### src/rtl/wb_uart.sv
// wb_uart: Wishbone B4 classic slave UART with an 8N1 transmitter fed by a small FIFO.
// Define UART_RX_EN to build the optional receiver; without it RXDATA reads 0.
module wb_uart #(
    parameter int          ADDR_WIDTH  = 32,
    parameter int          DATA_WIDTH  = 32,
    parameter int          FIFO_DEPTH  = 4,
    parameter logic [15:0] DEFAULT_DIV = 16'd434
) (
    input  logic                    clk_i,
    input  logic                    rst_i,
    input  logic [DATA_WIDTH-1:0]   S_DAT_I,
    input  logic [ADDR_WIDTH-1:0]   S_ADR_I,
    output logic [DATA_WIDTH-1:0]   S_DAT_O,
    input  logic                    S_WE_I,
    input  logic [DATA_WIDTH/8-1:0] S_SEL_I,
    input  logic                    S_STB_I,
    output logic                    S_ACK_O,
    input  logic                    S_CYC_I,
    output logic                    tx_o,
    input  logic                    rx_i
);

    localparam int             PW         = $clog2(FIFO_DEPTH);
    localparam logic [PW:0]    FULL_COUNT = FIFO_DEPTH[PW:0];

    localparam logic [1:0] S_IDLE  = 2'd0;
    localparam logic [1:0] S_START = 2'd1;
    localparam logic [1:0] S_DATA  = 2'd2;
    localparam logic [1:0] S_STOP  = 2'd3;

    localparam logic [1:0] REG_TXDATA = 2'd0;
    localparam logic [1:0] REG_STATUS = 2'd1;
    localparam logic [1:0] REG_BAUD   = 2'd2;
    localparam logic [1:0] REG_RXDATA = 2'd3;

    logic                  req, wr_req, rd_req;
    logic [1:0]            reg_sel;
    logic [DATA_WIDTH-1:0] rd_data;

    logic [15:0]           baud_div, div_eff, div_m1;
    logic                  tx_overflow;

    logic [7:0]            mem [FIFO_DEPTH];
    logic [PW-1:0]         wr_ptr, rd_ptr;
    logic [PW:0]           count;
    logic                  fifo_full, fifo_empty;
    logic                  push, push_ok, pop;
    logic [7:0]            fifo_head;

    logic [1:0]            state;
    logic [15:0]           baud_cnt;
    logic [2:0]            bit_idx;
    logic [7:0]            shift;
    logic                  bit_end, tx_busy, tx_level;

    logic                  rx_valid, rx_overrun;
    logic [7:0]            rx_byte;

    logic                  unused_ok;

    assign req     = S_STB_I & S_CYC_I & ~S_ACK_O;
    assign wr_req  = req & S_WE_I;
    assign rd_req  = req & ~S_WE_I;
    assign reg_sel = S_ADR_I[3:2];

    assign div_eff = (baud_div == 16'd0) ? 16'd1 : baud_div;
    assign div_m1  = div_eff - 16'd1;

    assign fifo_full  = (count == FULL_COUNT);
    assign fifo_empty = (count == '0);
    assign fifo_head  = mem[rd_ptr];
    assign push       = wr_req && (reg_sel == REG_TXDATA) && S_SEL_I[0];
    // A pop in the same cycle frees a slot, so a push into a full FIFO still lands.
    assign push_ok    = push && (!fifo_full || pop);

    assign bit_end = (baud_cnt == 16'd0);
    assign tx_busy = (state != S_IDLE);
    assign pop     = !fifo_empty && ((state == S_IDLE) || ((state == S_STOP) && bit_end));

    assign unused_ok = ^{S_DAT_I[DATA_WIDTH-1:16], S_ADR_I, S_SEL_I, rx_i};

    always_comb begin
        rd_data = '0;
        case (reg_sel)
            REG_STATUS: rd_data[5:0]  = {rx_overrun, tx_overflow, rx_valid,
                                         fifo_empty, fifo_full, tx_busy};
            REG_BAUD:   rd_data[15:0] = baud_div;
            REG_RXDATA: rd_data[7:0]  = rx_byte;
            default:    rd_data       = '0;
        endcase
    end

    always_ff @(posedge clk_i) begin
        if (!rst_i) begin
            S_ACK_O <= 1'b0;
            S_DAT_O <= '0;
        end else begin
            S_ACK_O <= req;
            S_DAT_O <= rd_req ? rd_data : '0;
        end
    end

    always_ff @(posedge clk_i) begin
        if (!rst_i) begin
            baud_div    <= DEFAULT_DIV;
            tx_overflow <= 1'b0;
        end else begin
            if (wr_req && (reg_sel == REG_BAUD)) begin
                if (S_SEL_I[0]) baud_div[7:0]  <= S_DAT_I[7:0];
                if (S_SEL_I[1]) baud_div[15:8] <= S_DAT_I[15:8];
            end
            if (push && fifo_full && !pop)
                tx_overflow <= 1'b1;
            else if (rd_req && (reg_sel == REG_STATUS))
                tx_overflow <= 1'b0;
        end
    end

    // NOTE: FIFO storage has no reset; only the pointers and count need one to flush it.
    always_ff @(posedge clk_i) begin
        if (push_ok) mem[wr_ptr] <= S_DAT_I[7:0];
    end

    always_ff @(posedge clk_i) begin
        if (!rst_i) begin
            wr_ptr <= '0;
            rd_ptr <= '0;
            count  <= '0;
        end else begin
            if (push_ok) wr_ptr <= wr_ptr + 1'b1;
            if (pop)     rd_ptr <= rd_ptr + 1'b1;
            case ({push_ok, pop})
                2'b10:   count <= count + 1'b1;
                2'b01:   count <= count - 1'b1;
                default: count <= count;
            endcase
        end
    end

    always_comb begin
        tx_level = 1'b1;
        case (state)
            S_START: tx_level = 1'b0;
            S_DATA:  tx_level = shift[0];
            default: tx_level = 1'b1;
        endcase
    end

    // tx_o is registered, so the line lags the FSM by one cycle but is glitch-free.
    always_ff @(posedge clk_i) begin
        if (!rst_i) begin
            state    <= S_IDLE;
            baud_cnt <= '0;
            bit_idx  <= '0;
            shift    <= '0;
            tx_o     <= 1'b1;
        end else begin
            tx_o <= tx_level;
            case (state)
                S_IDLE: begin
                    if (pop) begin
                        shift    <= fifo_head;
                        baud_cnt <= div_m1;
                        state    <= S_START;
                    end
                end
                S_START: begin
                    if (bit_end) begin
                        baud_cnt <= div_m1;
                        bit_idx  <= '0;
                        state    <= S_DATA;
                    end else begin
                        baud_cnt <= baud_cnt - 16'd1;
                    end
                end
                S_DATA: begin
                    if (bit_end) begin
                        baud_cnt <= div_m1;
                        shift    <= shift >> 1;
                        bit_idx  <= bit_idx + 3'd1;
                        if (bit_idx == 3'd7) state <= S_STOP;
                    end else begin
                        baud_cnt <= baud_cnt - 16'd1;
                    end
                end
                S_STOP: begin
                    if (bit_end) begin
                        if (pop) begin
                            shift    <= fifo_head;
                            baud_cnt <= div_m1;
                            state    <= S_START;
                        end else begin
                            state    <= S_IDLE;
                        end
                    end else begin
                        baud_cnt <= baud_cnt - 16'd1;
                    end
                end
                default: state <= S_IDLE;
            endcase
        end
    end

`ifdef UART_RX_EN
    logic        rx_meta, rx_sync, rx_prev;
    logic [1:0]  rx_state;
    logic [15:0] rx_cnt;
    logic [2:0]  rx_idx;
    logic [7:0]  rx_shift;
    logic        rx_read;

    assign rx_read = rd_req && (reg_sel == REG_RXDATA);

    always_ff @(posedge clk_i) begin
        if (!rst_i) begin
            rx_meta    <= 1'b1;
            rx_sync    <= 1'b1;
            rx_prev    <= 1'b1;
            rx_state   <= S_IDLE;
            rx_cnt     <= '0;
            rx_idx     <= '0;
            rx_shift   <= '0;
            rx_byte    <= '0;
            rx_valid   <= 1'b0;
            rx_overrun <= 1'b0;
        end else begin
            rx_meta <= rx_i;
            rx_sync <= rx_meta;
            rx_prev <= rx_sync;
            // NOTE: these clears come first so a same-cycle set further down wins.
            if (rx_read) rx_valid <= 1'b0;
            if (rd_req && (reg_sel == REG_STATUS)) rx_overrun <= 1'b0;
            case (rx_state)
                S_IDLE: begin
                    if (rx_prev && !rx_sync) begin
                        rx_cnt   <= div_eff >> 1;
                        rx_state <= S_START;
                    end
                end
                S_START: begin
                    if (rx_cnt == 16'd0) begin
                        if (rx_sync) begin
                            rx_state <= S_IDLE;
                        end else begin
                            rx_cnt   <= div_m1;
                            rx_idx   <= '0;
                            rx_state <= S_DATA;
                        end
                    end else begin
                        rx_cnt <= rx_cnt - 16'd1;
                    end
                end
                S_DATA: begin
                    if (rx_cnt == 16'd0) begin
                        rx_shift <= {rx_sync, rx_shift[7:1]};
                        rx_idx   <= rx_idx + 3'd1;
                        rx_cnt   <= div_m1;
                        if (rx_idx == 3'd7) rx_state <= S_STOP;
                    end else begin
                        rx_cnt <= rx_cnt - 16'd1;
                    end
                end
                S_STOP: begin
                    if (rx_cnt == 16'd0) begin
                        rx_state <= S_IDLE;
                        if (rx_sync) begin
                            if (rx_valid && !rx_read) begin
                                rx_overrun <= 1'b1;
                            end else begin
                                rx_byte  <= rx_shift;
                                rx_valid <= 1'b1;
                            end
                        end
                    end else begin
                        rx_cnt <= rx_cnt - 16'd1;
                    end
                end
                default: rx_state <= S_IDLE;
            endcase
        end
    end
`else
    assign rx_valid   = 1'b0;
    assign rx_overrun = 1'b0;
    assign rx_byte    = 8'd0;
`endif

endmodule

### config.mk
export PLATFORM = sky130hd
export DESIGN_NAME = wb_uart
export DESIGN_NICKNAME = d
export VERILOG_FILES = /design/src/rtl/wb_uart.sv
export SDC_FILE = /design/constraint.sdc
export NUM_CORES = 1
export LEC_CHECK = 0
export BUFFER_PORTS_ARGS = -buffer_cell sky130_fd_sc_hd__buf_2
export CAP_MARGIN = 20
export CORE_MARGIN = 3
export CORE_UTILIZATION = 28
export DETAILED_ROUTE_END_ITERATION = 16
export PLACE_DENSITY = 0.53
export REMOVE_ABC_BUFFERS = 1
export SLEW_MARGIN = 15
export SYNTH_ARGS = -nofsm -noshare
export SYNTH_HDL_FRONTEND = slang
export SYNTH_SLANG_ARGS = --single-unit
### constraint.sdc
create_clock -name clk_i -period 3.7 [get_ports clk_i]
set_input_delay 0.185 -clock clk_i [delete_from_list [all_inputs] [get_ports clk_i]]
set_output_delay 0.185 -clock clk_i [all_outputs]
set_load 0.05 [all_outputs]
# ---- Word-level counts from Yosys, hierarchy flattened
# Memories as Yosys holds them, arrays and structs flattened. A register that Yosys moved wholly into a read port is not among the register bits.
# Index checks and enable logic that the tools add are counted.
dict set report classes {
  n_eq_ne 14
  n_reduce_logical 32
  muxes 28
  bitwise 6
  addsub 7
}
# operator n
set ops {}
lappend ops {{$mux 16} 4}
lappend ops {{$pmux 16 s3} 1}
lappend ops {{$logic_not 16->1} 2}
lappend ops {{$sub 16x1->16 const B} 2}
lappend ops {{$mux 8} 3}
lappend ops {{$pmux 8 s3} 1}
lappend ops {{$mux 2} 7}
lappend ops {{$pmux 3 s2} 2}
lappend ops {{$pmux 6 s2} 1}
lappend ops {{$ne 2x2->1 const B} 5}
lappend ops {{$logic_and 1x1->1} 9}
lappend ops {{$reduce_and 3->1} 3}
lappend ops {{$eq 2x2->1 const B} 4}
lappend ops {{$pmux 2 s4} 1}
lappend ops {{$reduce_bool 2->1} 4}
lappend ops {{$add 3x1->3 const B} 2}
lappend ops {{$eq 2x1->1 const B} 3}
lappend ops {{$eq 3x3->1 const B} 2}
lappend ops {{$mux 3} 2}
lappend ops {{$reduce_and 2->1} 3}
lappend ops {{$mux 1} 5}
lappend ops {{$reduce_and 5->1} 1}
lappend ops {{$add 2x1->2 const B} 2}
lappend ops {{$and 1x1->1} 4}
lappend ops {{other kinds (9)} 14}
dict set report word_totals {
  ramBits 32
  elab_cells 103
  mem_count 1
  output_inout_bits 34
  regBits 87
}
# memory depth word_bits read_ports rd_clocked_by_memory_dff write_ports line
set memory_table {}
lappend memory_table {mem 4 8 1 1 1 43} ;# logic [7:0] mem [FIFO_DEPTH];

# ---- Logic depth before layout (Yosys ltp)
# Gate-level depths: netlist (run 1).
dict set report logic_depth {
  word_depth 8
  mapped_depth 13
  ltp_nobuf 13
}

# ---- Least setup slack after synthesis (run 1)
# No wires, ideal clock.
dict set report synth_timing {
  path_type {reg2reg}
  from {register baud_cnt[5]}
  to {register count[2]}
  required_time_ps 3629
  slack_ps 789
  path_buffers 1
  stages_incl_launch_ff 13
  synth_period_minus_slack_ps 2911
  arrival_time_ps 2840
  setup_time_ps 71
  cell_sequence {dfxtp_1 clkbuf_1 or4_4 nor4_4 a31oi_1 a31oi_2 inv_1 ha_1 inv_1 fa_1 xor2_1 or3_1 a21oi_1}
}
dict set report synth_via {
  elab_chain_len 8
}
# item line
set synth_rtl {}
lappend synth_rtl {{start: declaration} 51} ;# logic [15:0] baud_cnt;
lappend synth_rtl {{start signal: assignment} 163} ;# baud_cnt <= div_m1;
lappend synth_rtl {{start signal: assignment} 169} ;# baud_cnt <= div_m1;
lappend synth_rtl {{start signal: assignment} 173} ;# baud_cnt <= baud_cnt - 16'd1;
lappend synth_rtl {{$logic_not 16->1 *} 76} ;# assign bit_end = (baud_cnt == 16'd0);
lappend synth_rtl {{$logic_and 1x1->1 *} 78} ;# assign pop = !fifo_empty && ((state == S_IDLE) || ((state == S_STOP) && bit_end));
lappend synth_rtl {{$logic_or 1x1->1 *} 78}
lappend synth_rtl {{$logic_and 1x1->1 *} 78}
lappend synth_rtl {{$logic_or 1x1->1} 74} ;# assign push_ok = push && (!fifo_full || pop);
lappend synth_rtl {{$logic_and 1x1->1} 74}
lappend synth_rtl {{$eq 2x1->1 or $eq 2x2->1 (tied branches)} 132} ;# case ({push_ok, pop})
lappend synth_rtl {{$pmux 3 s2 or $reduce_bool 2->1 (tied branches)} -}
lappend synth_rtl {{end signal: assignment} 133} ;# 2'b10: count <= count + 1'b1;
lappend synth_rtl {{end signal: assignment} 134} ;# 2'b01: count <= count - 1'b1;
lappend synth_rtl {{end signal: assignment} 135} ;# default: count <= count;
lappend synth_rtl {{end: declaration} 45} ;# logic [PW:0] count;
# Mark *: on every way between the ends. The rest lies on a longest branch, timed or not.
# A chain may end at the register's enable or synchronous reset.

# ---- Final worst setup path (run 1)
dict set report layout_timing {
  from {register baud_cnt[6]}
  to {register count[2]}
}
# Same word-level chain as after synthesis.

==> results of run 1 <==
[power by group through the flow]
| stage | sequential (W) | clock [W] | combinational [W] |
|---|---|---|---|
| 2_1_floorplan | 0.00143 | 0 | 0.00127 |
| 3_3_place_gp | 0.00144 | 0 | 0.00173 |
| 3_5_place_dp | 0.00145 | 0 | 0.00177 |
| 4_1_cts | 0.00142 | 0.000989 | 0.00177 |
| 5_1_grt | 0.00144 | 0.00103 | 0.00195 |
| 6_report | 0.00142 | 0.000964 | 0.00178 |
[cells by family (layout without fill, tap and decap cells)]
family | after synthesis | count (layout) | share of synthesized area
simple gates | 192 | 192 | 0.182
mux | 39 | 39 | 0.0913
buf+inv | 64 | 94 | 0.0582
flops | 105 | 105 | 0.451
xor+xnor | 18 | 18 | 0.0293
compound gates | 109 | 109 | 0.142
other cells | 1 | 16 | 0.000698
fa+ha+maj | 19 | 19 | 0.0457
[area by class of cell]
type | count | area [sq um] | share of cell area
multi-input cells | 393 | 2690 | 0.441
flip-flops and latches | 105 | 2420 | 0.396
well taps | 234 | 293 | 0.0479
repair buffers | 55 | 308 | 0.0504
inverters | 23 | 86.3 | 0.0141
clock buffers | 10 | 250 | 0.0409
clock inverters | 6 | 60.1 | 0.00983
[metrics by stage]
step / power [W] / cell area [sq um]
2_1_floorplan: 0.00270 / 5200
3_3_place_gp: 0.00317 / 5800
3_5_place_dp: 0.00321 / 5800
4_1_cts: 0.00418 / 6110
5_1_grt: 0.00442 / 6110
6_report: 0.00416 / 6110
[sequential cells by signal, indices dropped and copies added (netlist names), named ones only]
register and cells:
mem 32, S_DAT_O 16, baud_cnt 16, baud_div 16
shift 8, bit_idx 3, count 3, rd_ptr 2
state 2, wr_ptr 2, S_ACK_O 1, tx_o 1
tx_overflow 1
[Yosys cell counts, drive strengths merged, types with 11 or more instances]
| cell | n | area [sq um] |
|---|---|---|
| dfxtp | 73 | 1460 |
| nor2 | 72 | 270 |
| nand2 | 34 | 135 |
| edfxtp | 32 | 961 |
| mux2i | 31 | 310 |
| o21ai | 28 | 140 |
| a21oi | 22 | 114 |
| inv | 22 | 82.6 |
| buf | 21 | 151 |
| clkbuf | 20 | 75.1 |
| ha | 18 | 225 |
| nor3 | 16 | 85.1 |
| and3 | 12 | 75.1 |
| nor4 | 11 | 98.8 |
[metal layers]
| metal | part of all wire | GRT usage | routed length, um | vias to the layer above |
|---|---|---|---|---|
| met5 | 0 | 0 | 0 | - |
| met4 | 0.022 | 0.0574 | 307 | 0 |
| met3 | 0.054 | 0.0169 | 744 | 22 |
| met2 | 0.49 | 0.228 | 6760 | 138 |
| met1 | 0.43 | 0.167 | 5990 | 2056 |
| li1 | - | - | - | 2037 |
[worst reg2reg max path, delay by kind of cell, from the launching register on]
family                     cells  cell delay (ps)
DFF                            1              390
AOI/OAI and AO/OA              3              760
and+or+nand+nor                3             1330
adders and majority gates      2              410
xor gates and xnor gates       1               80
buffers and inverters          2              180
[path summary, 6_finish.rpt]
check	startpoint	to	cells past startpoint
max	baud_cnt[6]$_SDFF_PN0_	count[2]$_SDFFE_PN0P_	11
min	S_DAT_I[3]	mem[3][3]$_DFFE_PP_	1
max reg2reg	baud_cnt[6]$_SDFF_PN0_	count[2]$_SDFFE_PN0P_	11
min reg2reg	shift[7]$_SDFFE_PN0P_	shift[7]$_SDFFE_PN0P_	2
==> impl_metrics.ini, run 1 <==
[flow_run]
cap_violations = 0

[timing]
setup_slack_ps = 476
maxSlewViolCount = 0
worst_pin_slew_ps = 953
rsz0062_at_grt = false
slew_headroom = 0.363
hold_viol_final = 0
max_freq_mhz = 310
fin_skew_ps = 5.11
period_share = 0.871
tns_ps = 0
setup_viol = 0
holdWs_ps = 62.3
period_minus_slack_ps = 3220

[grt]
grt_pass1_vias = 4112
grt_usage = 0.133
grt_max_degree = 38
antenna_found_initial = 0
grt_pass1_wl_um = 21600
overflow = 0

[worst_setup_path]
critPathRequiredTime_ps = 3980
worstPathArrival_ps = 3510
worstSetupEndpointType = register
cpMostUsedCell = inv_1
r2r_slack_ps = 480
cp_slowest_cell = or4_4
worst-setup-path-type = register to register
crit_buf_inv = 2
worstPathCellList = or4_4 > nor4_4 > a31oi_1 > a31oi_2 > inv_1 > ha_1 > inv_1 > fa_1 > xor2_1 > or3_1 > a21oi_1
cpLargestDelayFamily = simple AND/OR/NAND/NOR gates
critPathLaunchType = register
max_stage_delay_ps = 610
cp_max_fo = 7

[power_and_ir_drop]
p_int_w = 0.00247
power_density_nw_per_um2 = 681
peakVddDrop_mv = 0.322
pwr-share-seq = 0.341
p_switching_w = 0.00169
combPwrFrac = 0.428
clkPwrFrac = 0.232
p_sw_frac = 0.407
leakage_nw = 2.36

[placed_design]
placed_cells = 810
gp_congestion = 0.884
io_buffers = 42
dp.final_hpwl_um = 10200
preCtsSetupSlack_ps = 498

[layout]
final_common_cell = dfxtp_1
antenna_cells = 0
instances_no_fill = 826
drive_gt1_frac = 0.160
final_nets = 680
synthToLayoutAreaGrowth_pct = 13.8
fill_cells = 1912
layout_common_cells = 73 x dfxtp_1, 72 x nor2_1, 42 x buf_2, 33 x nand2_1, 32 x edfxtp_1
final_core_util = 0.326

[detailed_routing]
ant_nets = 0
vias = 4253
drtIter0Drc = 257
dr.pass1.iters = 5
wl_per_cell_um = 16.7
drc = 0
drt_wl_total_um = 13800
viasPerCell = 5.15

[synth]
avgSynthCellArea_sq_um = 9.82
synth.lib_cells_used.distinct = 68
synth_edf_count = 32
yosysSeqAreaShare = 0.451
synth_ff_type = dfxtp_1
syn_area_sq_um = 5370
syn_inst = 547
ys_async_sr_fraction = 0
synth_seq_cells = 105
ys_warn_count = 0

[status]
outcome = complete, no violations

[floorplanning]
die-area_sq_um = 20900
core_area_sq_um = 18800
die_x_um = 145
initial_core_util = 0.286
io_pins = 108
dieHeight_um = 145
num_rows = 50

[clock_tree]
clk_pin_slew_worst_paths_ps = 70
htreeDepth = 3
cts_sinks = 105
postCtsSetupBuffers = 0
tritoncts = done
cts-hold-fix-buffers = 0
insertion_delay_ps = 360
clockRootBuffer = clkbuf_16
cts_buffers = 9
cts_resized = 0
clk_path_buf_depth = 2

[worst_hold_path]
worstHoldPathType = input pin to register
No activity file was read; power rests on OpenSTA's default activity.
==> run 2: changes to the inputs <==
- HOLD_SLACK_MARGIN: not set -> 0.08
==> impl_metrics.ini, run 2 (synthesized netlist as in run 1, its figures left out) <==
[timing]
period_minus_slack_ps = 3250
max_freq_mhz = 308
fin_skew_ps = 6.75
period_share = 0.878
hold_viol_final = 0
setup_viol = 0
worst_pin_slew_ps = 957
maxSlewViolCount = 0
tns_ps = 0
rsz0062_at_grt = false
slew_headroom = 0.359

[clock_tree]
clockRootBuffer = clkbuf_16
insertion_delay_ps = 360
clk_path_buf_depth = 2
cts_sinks = 105
postCtsSetupBuffers = 0
cts_resized = 0
htreeDepth = 3
tritoncts = done
clk_pin_slew_worst_paths_ps = 70
cts-hold-fix-buffers = 15
cts_buffers = 9

[worst_setup_path]
worst-setup-path-type = register to register
crit_buf_inv = 2
cpLargestDelayFamily = simple AND/OR/NAND/NOR gates
worstSetupEndpointType = register
critPathRequiredTime_ps = 3980
cp_slowest_cell = or4_4
critPathLaunchType = register
worstPathArrival_ps = 3530
cp_max_fo = 7
max_stage_delay_ps = 610
worstPathCellList = or4_4 > nor4_4 > a31oi_1 > a31oi_2 > inv_1 > ha_1 > inv_1 > fa_1 > xor2_1 > or3_1 > a21oi_1
cpMostUsedCell = inv_1

[worst_hold_path]
worstHoldPathType = input pin to register

[floorplanning]
die_x_um = 145
num_rows = 50
dieHeight_um = 145
io_pins = 108
initial_core_util = 0.286
die-area_sq_um = 20900
core_area_sq_um = 18800

[layout]
synthToLayoutAreaGrowth_pct = 16.6
layout_common_cells = 73 x dfxtp_1, 72 x nor2_1, 42 x buf_2, 33 x nand2_1, 32 x edfxtp_1
antenna_cells = 0
final_nets = 695
drive_gt1_frac = 0.157
largest_register_ffs = 32
final_common_cell = dfxtp_1
regMostFlops = mem

[power_and_ir_drop]
leakage_nw = 2.42
power_density_nw_per_um2 = 668
fin_total_pwr_w = 0.00418
peakVddDrop_mv = 0.320

[grt]
grt_usage = 0.133
antenna_found_initial = 0
grt_max_degree = 38
overflow = 0
grt_pass1_wl_um = 21600
grt_pass1_vias = 4109

[status]
outcome = complete, no violations

[placed_design]
io_buffers = 42
dp.final_hpwl_um = 10200
gp_congestion = 0.884

[flow_run]
cap_violations = 0

[detailed_routing]
ant_nets = 0
vias = 4313
drtIter0Drc = 260
dr.pass1.iters = 5
drc = 0
wl_per_cell_um = 16.5
drt_wl_total_um = 13900
viasPerCell = 5.13
## run 2: final cells by class
cell class                 count  area (sq um)
clock buffer                  10           250
timing repair buffer          70           458
clock inverter                 6          60.1
sequential                   105          2420
inverter                      23          86.3
tap                          234           293
fill                        1903         12500
multi-input combinational    393          2690
## run 2: routing by layer
metal	vias to the layer above	part of all wire	wire length (um)	global-route usage
li1	2068	-	-	-
met4	0	0.024	330	0.0574
met2	152	0.48	6730	0.229
met1	2070	0.44	6090	0.166
met5	-	0	0	0
met3	23	0.052	719	0.0162
## run 2: through the flow
step | util | hold slack (ps) | area [sq um] | cells | worst slack, ps
2_1_floorplan | - | 247 | 5200 | 521 | 739
3_3_place_gp | 0.309 | 415 | 5800 | 810 | 604
3_5_place_dp | 0.309 | 418 | 5800 | 810 | 498
4_1_cts | 0.334 | 94.7 | 6260 | 841 | 483
5_1_grt | 0.334 | 89.9 | 6260 | 841 | 230
6_report | 0.334 | 90.6 | 6260 | 841 | 453
## run 2: worst min-delay path, stage by stage
cell and delay (ps):
buf_2 80, mux2i_1 50, nor2_1 90
## run 2: worst paths after layout
| path | slack [ps] | startpoint | end | cells past startpoint |
|---|---|---|---|---|
| worst max-delay path | 450 | baud_cnt[6]$_SDFF_PN0_ | count[2]$_SDFFE_PN0P_ | 11 |
| worst min-delay path | 90 | S_DAT_I[11] | baud_div[11]$_SDFFE_PN0P_ | 3 |
| worst max register to register | 450 | baud_cnt[6]$_SDFF_PN0_ | count[2]$_SDFFE_PN0P_ | 11 |
| worst min register to register | 460 | shift[7]$_SDFFE_PN0P_ | shift[7]$_SDFFE_PN0P_ | 2 |
## run 2: power by group
group | total (W) | switching (W) | internal (W)
registers | 0.00142 | 0.000125 | 0.00129
logic | 0.00180 | 0.00112 | 0.000675
clock network | 0.000967 | 0.000457 | 0.000510
